File: config.mk
export PLATFORM = sky130hd
export DESIGN_NAME = noc_ni_param_flat
export DESIGN_NICKNAME = d
export VERILOG_FILES = /design/src/rtl/noc_ni_param_if.sv /design/src/rtl/noc_ni_param.sv /design/src/flat_wrapper.sv
export SDC_FILE = /design/constraint.sdc
export NUM_CORES = 1
export LEC_CHECK = 0
export ABC_AREA = 1
export CORE_MARGIN = 2
export CORE_UTILIZATION = 52
export CTS_BUF_LIST = sky130_fd_sc_hd__clkbuf_8
export DETAILED_ROUTE_END_ITERATION = 10
export GPL_ROUTABILITY_DRIVEN = 0
export PLACE_DENSITY = 0.83
export RECOVER_POWER = 50
export SLEW_MARGIN = 0
export SYNTH_ARGS = -nofsm -noshare
export SYNTH_HDL_FRONTEND = slang
export SYNTH_SLANG_ARGS = --single-unit
File: constraint.sdc
create_clock -name clk -period 2.2 [get_ports clk]
set_input_delay 0.33 -clock clk [delete_from_list [all_inputs] [get_ports clk]]
set_output_delay 0.33 -clock clk [all_outputs]
set_load 0.05 [all_outputs]
File: src/rtl/noc_ni_param_if.sv
`default_nettype none
// ============================================================================
// noc_ni_param_if -- processor word channels and router flit channels of the NI
// Rev 1.0
// ============================================================================
interface noc_ni_param_if #(
  parameter int DATA_W = 32,
  parameter int FLIT_W = 8,
  parameter int ADDR_W = 2
);
  logic [DATA_W-1:0] tx_data;
  logic [ADDR_W-1:0] tx_dest;
  logic              tx_valid;
  logic              tx_ready;

  logic [FLIT_W-1:0] flit_out;
  logic              flit_out_valid;
  logic              flit_out_ready;

  logic [FLIT_W-1:0] flit_in;
  logic              flit_in_valid;
  logic              flit_in_ready;

  logic [DATA_W-1:0] rx_data;
  logic [ADDR_W-1:0] rx_dest;
  logic              rx_valid;
  logic              rx_ready;
  logic              rx_err;

  modport slave (
    input  tx_data, tx_dest, tx_valid, flit_out_ready, flit_in, flit_in_valid, rx_ready,
    output tx_ready, flit_out, flit_out_valid, flit_in_ready, rx_data, rx_dest, rx_valid, rx_err
  );

  modport master (
    output tx_data, tx_dest, tx_valid, flit_out_ready, flit_in, flit_in_valid, rx_ready,
    input  tx_ready, flit_out, flit_out_valid, flit_in_ready, rx_data, rx_dest, rx_valid, rx_err
  );
endinterface
`default_nettype wire

File: src/rtl/noc_ni_param.sv
`default_nettype none
// ============================================================================
// noc_ni_param -- word<->flit network interface; NOC_NI_CSUM_EN adds an XOR checksum flit
// Rev 1.0
// ============================================================================
module noc_ni_param #(
  parameter int          DATA_W  = 32,
  parameter int          FLIT_W  = 8,
  parameter int          ADDR_W  = 2,
  parameter int unsigned HDR_TAG = 32'b1011
) (
  input  logic           clk,
  input  logic           rst,
  noc_ni_param_if.slave  bus
);
  localparam int N     = DATA_W / FLIT_W;
  localparam int LEN_W = $clog2(N);
  localparam int T     = FLIT_W - ADDR_W - LEN_W;
  localparam logic [T-1:0]      TAG       = HDR_TAG[T-1:0];
  localparam logic [FLIT_W-1:0] TAIL_FLIT = '1;

  // Index of the highest nonzero flit; trailing zero flits are not sent.
  function automatic logic [LEN_W-1:0] len_m1_of(input logic [DATA_W-1:0] w);
    len_m1_of = '0;
    for (int i = 1; i < N; i++)
      if (w[i*FLIT_W +: FLIT_W] != '0) len_m1_of = LEN_W'(i);
  endfunction

`ifdef NOC_NI_CSUM_EN
  // Unsent flits are zero, so XOR over the whole word equals XOR over the payload.
  function automatic logic [FLIT_W-1:0] xor_flits(input logic [DATA_W-1:0] w);
    xor_flits = '0;
    for (int i = 0; i < N; i++) xor_flits ^= w[i*FLIT_W +: FLIT_W];
  endfunction
`endif

  // ---------------------------------------------------------------- TX path
  typedef enum logic [2:0] {
    TX_IDLE, TX_HEAD, TX_DATA,
`ifdef NOC_NI_CSUM_EN
    TX_CSUM,
`endif
    TX_TAIL
  } tx_state_t;

  tx_state_t         tx_state, tx_next;
  logic [DATA_W-1:0] tx_word;
  logic [FLIT_W-1:0] tx_hdr;
  logic [LEN_W-1:0]  tx_len_m1, tx_cnt;
  logic [LEN_W-1:0]  tx_len_new;
  logic [FLIT_W-1:0] tx_hdr_new;
`ifdef NOC_NI_CSUM_EN
  logic [FLIT_W-1:0] tx_csum;
`endif

  assign tx_len_new = len_m1_of(bus.tx_data);
  assign tx_hdr_new = {TAG, tx_len_new, bus.tx_dest};

  always_ff @(posedge clk) begin
    if (rst) tx_state <= TX_IDLE;
    else     tx_state <= tx_next;
  end

  always_comb begin
    tx_next            = tx_state;
    bus.tx_ready       = 1'b0;
    bus.flit_out_valid = 1'b0;
    bus.flit_out       = '0;
    case (tx_state)
      TX_IDLE: begin
        bus.tx_ready = 1'b1;
        if (bus.tx_valid) tx_next = TX_HEAD;
      end
      TX_HEAD: begin
        bus.flit_out_valid = 1'b1;
        bus.flit_out       = tx_hdr;
        if (bus.flit_out_ready) tx_next = TX_DATA;
      end
      TX_DATA: begin
        bus.flit_out_valid = 1'b1;
        bus.flit_out       = tx_word[FLIT_W-1:0];
        if (bus.flit_out_ready && tx_cnt == tx_len_m1) begin
`ifdef NOC_NI_CSUM_EN
          tx_next = TX_CSUM;
`else
          tx_next = TX_TAIL;
`endif
        end
      end
`ifdef NOC_NI_CSUM_EN
      TX_CSUM: begin
        bus.flit_out_valid = 1'b1;
        bus.flit_out       = tx_csum;
        if (bus.flit_out_ready) tx_next = TX_TAIL;
      end
`endif
      TX_TAIL: begin
        bus.flit_out_valid = 1'b1;
        bus.flit_out       = TAIL_FLIT;
        if (bus.flit_out_ready) tx_next = TX_IDLE;
      end
      default: tx_next = TX_IDLE;
    endcase
  end

  always_ff @(posedge clk) begin
    if (rst) begin
      tx_word   <= '0;
      tx_hdr    <= '0;
      tx_len_m1 <= '0;
      tx_cnt    <= '0;
`ifdef NOC_NI_CSUM_EN
      tx_csum   <= '0;
`endif
    end else begin
      if (tx_state == TX_IDLE && bus.tx_valid) begin
        tx_word   <= bus.tx_data;
        tx_hdr    <= tx_hdr_new;
        tx_len_m1 <= tx_len_new;
        tx_cnt    <= '0;
`ifdef NOC_NI_CSUM_EN
        tx_csum   <= tx_hdr_new ^ xor_flits(bus.tx_data);
`endif
      end else if (tx_state == TX_DATA && bus.flit_out_ready) begin
        tx_word <= tx_word >> FLIT_W;
        tx_cnt  <= tx_cnt + 1'b1;
      end
    end
  end

  // ---------------------------------------------------------------- RX path
  typedef enum logic [2:0] {
    RX_HEAD, RX_DATA,
`ifdef NOC_NI_CSUM_EN
    RX_CSUM,
`endif
    RX_TAIL, RX_HOLD
  } rx_state_t;

  rx_state_t         rx_state, rx_next;
  logic [DATA_W-1:0] rx_data_r;
  logic [ADDR_W-1:0] rx_dest_r;
  logic [LEN_W-1:0]  rx_len_m1, rx_cnt;
  logic              rx_err_r;
  logic              rx_tag_ok;
`ifdef NOC_NI_CSUM_EN
  logic [FLIT_W-1:0] rx_csum;
`endif

  assign rx_tag_ok   = bus.flit_in[FLIT_W-1 -: T] == TAG;
  assign bus.rx_data = rx_data_r;
  assign bus.rx_dest = rx_dest_r;

  always_ff @(posedge clk) begin
    if (rst) rx_state <= RX_HEAD;
    else     rx_state <= rx_next;
  end

  always_comb begin
    rx_next           = rx_state;
    bus.flit_in_ready = 1'b1;
    bus.rx_valid      = 1'b0;
    bus.rx_err        = 1'b0;
    case (rx_state)
      RX_HEAD: if (bus.flit_in_valid && rx_tag_ok) rx_next = RX_DATA;
      RX_DATA: begin
        if (bus.flit_in_valid && rx_cnt == rx_len_m1) begin
`ifdef NOC_NI_CSUM_EN
          rx_next = RX_CSUM;
`else
          rx_next = RX_TAIL;
`endif
        end
      end
`ifdef NOC_NI_CSUM_EN
      RX_CSUM: if (bus.flit_in_valid) rx_next = RX_TAIL;
`endif
      RX_TAIL: if (bus.flit_in_valid) rx_next = RX_HOLD;
      RX_HOLD: begin
        bus.flit_in_ready = 1'b0;
        bus.rx_valid      = 1'b1;
        bus.rx_err        = rx_err_r;
        if (bus.rx_ready) rx_next = RX_HEAD;
      end
      default: rx_next = RX_HEAD;
    endcase
  end

  always_ff @(posedge clk) begin
    if (rst) begin
      rx_data_r <= '0;
      rx_dest_r <= '0;
      rx_len_m1 <= '0;
      rx_cnt    <= '0;
      rx_err_r  <= 1'b0;
`ifdef NOC_NI_CSUM_EN
      rx_csum   <= '0;
`endif
    end else if (bus.flit_in_valid) begin
      case (rx_state)
        RX_HEAD: begin
          if (rx_tag_ok) begin
            rx_data_r <= '0;
            rx_dest_r <= bus.flit_in[ADDR_W-1:0];
            rx_len_m1 <= bus.flit_in[ADDR_W +: LEN_W];
            rx_cnt    <= '0;
            rx_err_r  <= 1'b0;
`ifdef NOC_NI_CSUM_EN
            rx_csum   <= bus.flit_in;
`endif
          end
        end
        RX_DATA: begin
          rx_data_r[rx_cnt*FLIT_W +: FLIT_W] <= bus.flit_in;
          rx_cnt <= rx_cnt + 1'b1;
`ifdef NOC_NI_CSUM_EN
          rx_csum <= rx_csum ^ bus.flit_in;
`endif
        end
`ifdef NOC_NI_CSUM_EN
        RX_CSUM: rx_err_r <= rx_err_r | (bus.flit_in != rx_csum);
`endif
        RX_TAIL: rx_err_r <= rx_err_r | (bus.flit_in != TAIL_FLIT);
        default: ;
      endcase
    end
  end
endmodule
`default_nettype wire

File: src/flat_wrapper.sv
// flat-port wrapper written by rule: the top's interface ports become plain ports
module noc_ni_param_flat 
#(
  parameter int          DATA_W  = 32,
  parameter int          FLIT_W  = 8,
  parameter int          ADDR_W  = 2,
  parameter int unsigned HDR_TAG = 32'b1011
)
  (clk, rst, bus_tx_data, bus_tx_dest, bus_tx_valid, bus_flit_out_ready, bus_flit_in, bus_flit_in_valid, bus_rx_ready, bus_tx_ready, bus_flit_out, bus_flit_out_valid, bus_flit_in_ready, bus_rx_data, bus_rx_dest, bus_rx_valid, bus_rx_err);
  noc_ni_param_if #(.DATA_W(DATA_W), .FLIT_W(FLIT_W), .ADDR_W(ADDR_W)) bus_i ();
  input  logic clk;
  input  logic rst;
  input wire logic [$bits(bus_i.tx_data)-1:0] bus_tx_data;
  input wire logic [$bits(bus_i.tx_dest)-1:0] bus_tx_dest;
  input wire logic [$bits(bus_i.tx_valid)-1:0] bus_tx_valid;
  input wire logic [$bits(bus_i.flit_out_ready)-1:0] bus_flit_out_ready;
  input wire logic [$bits(bus_i.flit_in)-1:0] bus_flit_in;
  input wire logic [$bits(bus_i.flit_in_valid)-1:0] bus_flit_in_valid;
  input wire logic [$bits(bus_i.rx_ready)-1:0] bus_rx_ready;
  output wire logic [$bits(bus_i.tx_ready)-1:0] bus_tx_ready;
  output wire logic [$bits(bus_i.flit_out)-1:0] bus_flit_out;
  output wire logic [$bits(bus_i.flit_out_valid)-1:0] bus_flit_out_valid;
  output wire logic [$bits(bus_i.flit_in_ready)-1:0] bus_flit_in_ready;
  output wire logic [$bits(bus_i.rx_data)-1:0] bus_rx_data;
  output wire logic [$bits(bus_i.rx_dest)-1:0] bus_rx_dest;
  output wire logic [$bits(bus_i.rx_valid)-1:0] bus_rx_valid;
  output wire logic [$bits(bus_i.rx_err)-1:0] bus_rx_err;
  assign bus_i.tx_data = bus_tx_data;
  assign bus_i.tx_dest = bus_tx_dest;
  assign bus_i.tx_valid = bus_tx_valid;
  assign bus_i.flit_out_ready = bus_flit_out_ready;
  assign bus_i.flit_in = bus_flit_in;
  assign bus_i.flit_in_valid = bus_flit_in_valid;
  assign bus_i.rx_ready = bus_rx_ready;
  assign bus_tx_ready = bus_i.tx_ready;
  assign bus_flit_out = bus_i.flit_out;
  assign bus_flit_out_valid = bus_i.flit_out_valid;
  assign bus_flit_in_ready = bus_i.flit_in_ready;
  assign bus_rx_data = bus_i.rx_data;
  assign bus_rx_dest = bus_i.rx_dest;
  assign bus_rx_valid = bus_i.rx_valid;
  assign bus_rx_err = bus_i.rx_err;
  noc_ni_param #(.DATA_W(DATA_W), .FLIT_W(FLIT_W), .ADDR_W(ADDR_W), .HDR_TAG(HDR_TAG)) u_core (.clk(clk), .rst(rst), .bus(bus_i));
endmodule
==> results.md, run 1 <==
- Most common cell on crit path: sky130_fd_sc_hd__inv_1
- Total of flip-flops plus latches after synthesis: 82
- Power after layout: 5.126 mW
- Finish-stage setup viols: 0
- Area growth from synthesis to layout: 29.81%
- Share of cell area taken by muxes after synthesis: 0
- Total die area: 8596 um2
- Delay of the slowest cell on the worst path: 390 ps
- Area share of and/or/nand/nor cells after synthesis: 0.2972
- Kind of capture point of the worst setup path: primary output
- Clock transition at the registers of the reported paths: 80 ps
- Final critical delay including setup and external delays: 2072 ps
- Number of DRC markers in iteration 0: 338
- Post-Syn Area: 4093 um2
- Register-to-register setup slack: 210 ps
- Maxcap violations: 0
- Top post-synthesis cells by area: sky130_fd_sc_hd__dfxtp_1, sky130_fd_sc_hd__nand2_1, sky130_fd_sc_hd__a21oi_1
- Max Fanout on Critical Path: 11
- Via Count: 4236
- Cell at the slowest stage of the critical path: sky130_fd_sc_hd__dfxtp_1
- Compound-cell area share of the yosys netlist: 0.1623
- Outcome: finished, final reports clean
- Leakage power of the design: 2.194 nW
- Kind of path behind the tightest hold check: register to register
- Num rows: 32
- Synth Warn #: 0
- Part of the Yosys area used for sequential elements: 0.4011
- Post-synthesis xor/xnor area fraction: 0
- Number of buffers added by the clock tree synthesis step: 9
- Number of nets in the layout: 744
- Arithmetic-cell share of the synthesized area counting full adders, half adders and majority gates: 0.04586
- Clock sink count: 82
- WP buf/inv: 3
- Horizontal extent of the die: 92.72 um
- Ant diodes: 0
- Initial antenna violation count: 0
- TritonCTS clock tree: built
- Share of cells above drive strength 1: 0.06560
- Crit Path Category: register to primary output
- Post-Place Setup Slack: 247.1 ps
- WP data arrival: 1740 ps
- Peak VDD IR: 0.5099 mV
- Longest Clk Path Bufs: 2
- Number of instances in the synthesized netlist: 596
- Number of levels the H-tree was split into: 3
- Startpoint class of the critical path: register
- Master cell of the clock root buffer: sky130_fd_sc_hd__clkbuf_8
- Total Neg Setup Slack: 0 ps
- Floorplan die height: 92.72 um
- Total non-filler cell area in the finished layout: 5313 um2
- Post-DP Area: 5135 um2
- Number of DRC violations after detailed routing: 0
- Clock tree skew after final layout: 4.967 ps
- Synthesized net count: 659
- Average instance area after synthesis: 6.867 um2
- Pin count of the biggest net entering global routing: 64
- Req. time, crit path: 1870 ps
- Setup Fix Bufs, Post-CTS: 0
- Drt via density: 5.376
- Setup repair after global routing missed its margin: no
- Detailed-router iteration count before antenna repair: 5
- Achievable Freq: 482.6 MHz
- Half-perimeter wire length after detailed placement: 7.709 mm
- CP Cell Sequence: inv_1, ha_2, a221o_1, nand2_1, inv_1, buf_4
- Kind of cell adding the most delay to the critical path: flip-flops
- Pwr/cell area: 964.9 nW/um2
- Total Routed Length: 10.72 mm
- Count of input and output buffers: 94
- Synth unique cells: 28
- Io pins: 95
- GRT Util Overall: 0.2565
- Slew HR: 0.5546
- Area of the placeable core: 7687 um2
- Dominant combinational cell family by area after synthesis: simple AND/OR/NAND/NOR gates
- Antenna viol nets, final: 0
- Average wire length per cell after detail routing: 13.61 um
- Share of Yosys cell area claimed by the top area cell type: 0.4011
- Leading area contributor after synthesis: sky130_fd_sc_hd__dfxtp_1
- Pins Over Slew Limit: 0
- Worst setup margin: 127.8 ps
- Clk Latency, worst-skew pair: 360 ps
- Worst Tran Pin Value: 668.1 ps
- Fin crit share: 0.9419
- Initial standard-cell utilization of the core: 0.5324
- Total gr overflow: 0
- Fin. Hold Viols: 0
- Wire length of the first global-routing pass: 17.96 mm
- Number of global-route vias before repair: 4017
==> final timing paths <==
kind | start | to | cells past startpoint
min reg2reg | u_core.bus.rx_data[30] | u_core.bus.rx_data[30] | 2
max reg2reg | u_core.rx_state[0] | u_core.bus.rx_data[19] | 7
min | u_core.bus.rx_data[30] | u_core.bus.rx_data[30] | 2
max | u_core.tx_state[0] | bus_flit_out[1] | 6
==> cell usage after synthesis <==
| master | instances |
|---|---|
| sky130_fd_sc_hd__nand4_1 | 30 |
| sky130_fd_sc_hd__buf_2 | 14 |
| sky130_fd_sc_hd__or2_0 | 3 |
| sky130_fd_sc_hd__o21a_1 | 1 |
| sky130_fd_sc_hd__dfxtp_1 | 82 |
| sky130_fd_sc_hd__nor3_1 | 2 |
| sky130_fd_sc_hd__nand3_4 | 1 |
| sky130_fd_sc_hd__o211ai_1 | 5 |
| sky130_fd_sc_hd__inv_1 | 57 |
| sky130_fd_sc_hd__o21ai_0 | 33 |
| sky130_fd_sc_hd__o21ai_2 | 1 |
| sky130_fd_sc_hd__a31oi_1 | 8 |
| sky130_fd_sc_hd__nor2_1 | 79 |
| sky130_fd_sc_hd__a21oi_1 | 72 |
| sky130_fd_sc_hd__nand3_1 | 20 |
| sky130_fd_sc_hd__nand2_2 | 3 |
| sky130_fd_sc_hd__a221oi_1 | 1 |
| sky130_fd_sc_hd__buf_4 | 1 |
| sky130_fd_sc_hd__o22ai_1 | 1 |
| sky130_fd_sc_hd__clkbuf_1 | 12 |
| sky130_fd_sc_hd__clkbuf_2 | 1 |
| sky130_fd_sc_hd__inv_2 | 2 |
| sky130_fd_sc_hd__or2_2 | 1 |
| sky130_fd_sc_hd__buf_6 | 3 |
| sky130_fd_sc_hd__a221o_1 | 2 |
| sky130_fd_sc_hd__nand3_2 | 2 |
| sky130_fd_sc_hd__nand2_1 | 144 |
| sky130_fd_sc_hd__ha_1 | 15 |
==> tightest hold or removal path: stages, from the launching register on <==
cell and delay [ps]:
sky130_fd_sc_hd__dfxtp_1 310, sky130_fd_sc_hd__nand2_1 60, sky130_fd_sc_hd__a21oi_1 50
==> routing by layer <==
| layer | track usage | wire length (um) | vias to the layer above |
|---|---|---|---|
| met5 | 0 | 0 | - |
| li1 | - | - | 2117 |
| met4 | 0.09314 | 153 | 0 |
| met1 | 0.3402 | 4785 | 1945 |
| met2 | 0.4215 | 5054 | 160 |
| met3 | 0.04394 | 728 | 14 |
==> cell type report <==
type,instances,area (um2)
fill,677,2375
clock buffer,9,123.9
multi-input combinational,424,2068
sequential,82,1642
clock inverter,7,93.84
tap,102,127.6
timing repair buffer,105,1036
inverter,59,221.5
==> repair_timing <==
action	CTS	global route
hold buffers	0	0
resized for setup	0	4
setup endpoints to repair	0	9
==> layout by cell type (no fill, tap or decap) <==
master,instances
sky130_fd_sc_hd__nand2_1,145
sky130_fd_sc_hd__dfxtp_1,82
sky130_fd_sc_hd__nor2_1,79
sky130_fd_sc_hd__a21oi_1,72
sky130_fd_sc_hd__inv_1,57
sky130_fd_sc_hd__clkdlybuf4s50_1,45
sky130_fd_sc_hd__dlygate4sd3_1,35
sky130_fd_sc_hd__o21ai_0,32
sky130_fd_sc_hd__nand4_1,30
sky130_fd_sc_hd__nand3_1,20
sky130_fd_sc_hd__ha_1,14
sky130_fd_sc_hd__buf_4,11
sky130_fd_sc_hd__clkbuf_8,9
sky130_fd_sc_hd__a31oi_1,8
sky130_fd_sc_hd__clkbuf_1,6
sky130_fd_sc_hd__buf_12,6
sky130_fd_sc_hd__o211ai_1,5
sky130_fd_sc_hd__inv_2,3
sky130_fd_sc_hd__or2_0,3
sky130_fd_sc_hd__a221o_1,2
sky130_fd_sc_hd__nand2_2,2
sky130_fd_sc_hd__nand3_2,2
sky130_fd_sc_hd__nor3_1,2
sky130_fd_sc_hd__bufinv_16,2
sky130_fd_sc_hd__o21ai_1,1
sky130_fd_sc_hd__o21ai_2,1
sky130_fd_sc_hd__nand3_4,1
sky130_fd_sc_hd__o22ai_1,1
sky130_fd_sc_hd__or2_2,1
sky130_fd_sc_hd__a221oi_1,1
sky130_fd_sc_hd__o21a_1,1
sky130_fd_sc_hd__ha_2,1
sky130_fd_sc_hd__clkinvlp_4,1
sky130_fd_sc_hd__inv_6,1
sky130_fd_sc_hd__clkinv_2,1
sky130_fd_sc_hd__clkinv_4,1
sky130_fd_sc_hd__buf_2,1
sky130_fd_sc_hd__clkbuf_2,1
==> state kept, by name, indices dropped and copies added, names as in the netlist <==
name,cells
u_core.rx_err_r,1
u_core.bus.rx_dest,2
u_core.tx_cnt,2
u_core.tx_len_m1,1
u_core.bus.rx_data,32
u_core.rx_cnt,2
u_core.rx_len_m1,2
u_core.rx_state,2
u_core.tx_state,2
u_core.tx_hdr,4
u_core.tx_word,32
==> cells by family (layout without fill, tap and decap cells) <==
family,count (synthesis),count (layout)
AO/OA/AOI/OAI,124,124
adder cells (fa/ha/maj),15,15
buffers and inverters,90,180
flip-flops,82,82
AND/OR/NAND/NOR,285,285
==> per-stage QoR <==
stage          std cells    util  hold WS (ps)
6_report             788  0.6911         463.3
5_1_grt              788  0.6911         480.3
4_1_cts              788  0.6963         465.4
3_5_place_dp         772  0.6680         453.0
3_3_place_gp         772  0.6680         447.0
2_1_floorplan        596       -         430.8
==> report_power, final <==
group | internal [mW] | total (mW) | leakage [nW] | switching [mW]
logic | 0.653 | 2.05 | 1.42 | 1.39
clock network | 0.639 | 1.21 | 0.111 | 0.568
registers | 1.73 | 1.87 | 0.667 | 0.147
No activity file was read; power rests on OpenSTA's default activity.
==> inputs of run 2 (changes only) <==
--- a/config.mk
+++ b/config.mk
@@ -6,6 +6,7 @@
 export NUM_CORES = 1
 export LEC_CHECK = 0
 export ABC_AREA = 1
+export CAP_MARGIN = 10
 export CORE_MARGIN = 2
 export CORE_UTILIZATION = 52
 export CTS_BUF_LIST = sky130_fd_sc_hd__clkbuf_8
==> results of run 2 <==
Same layout as run 1: the final DEF is identical, and so are final timing and power.
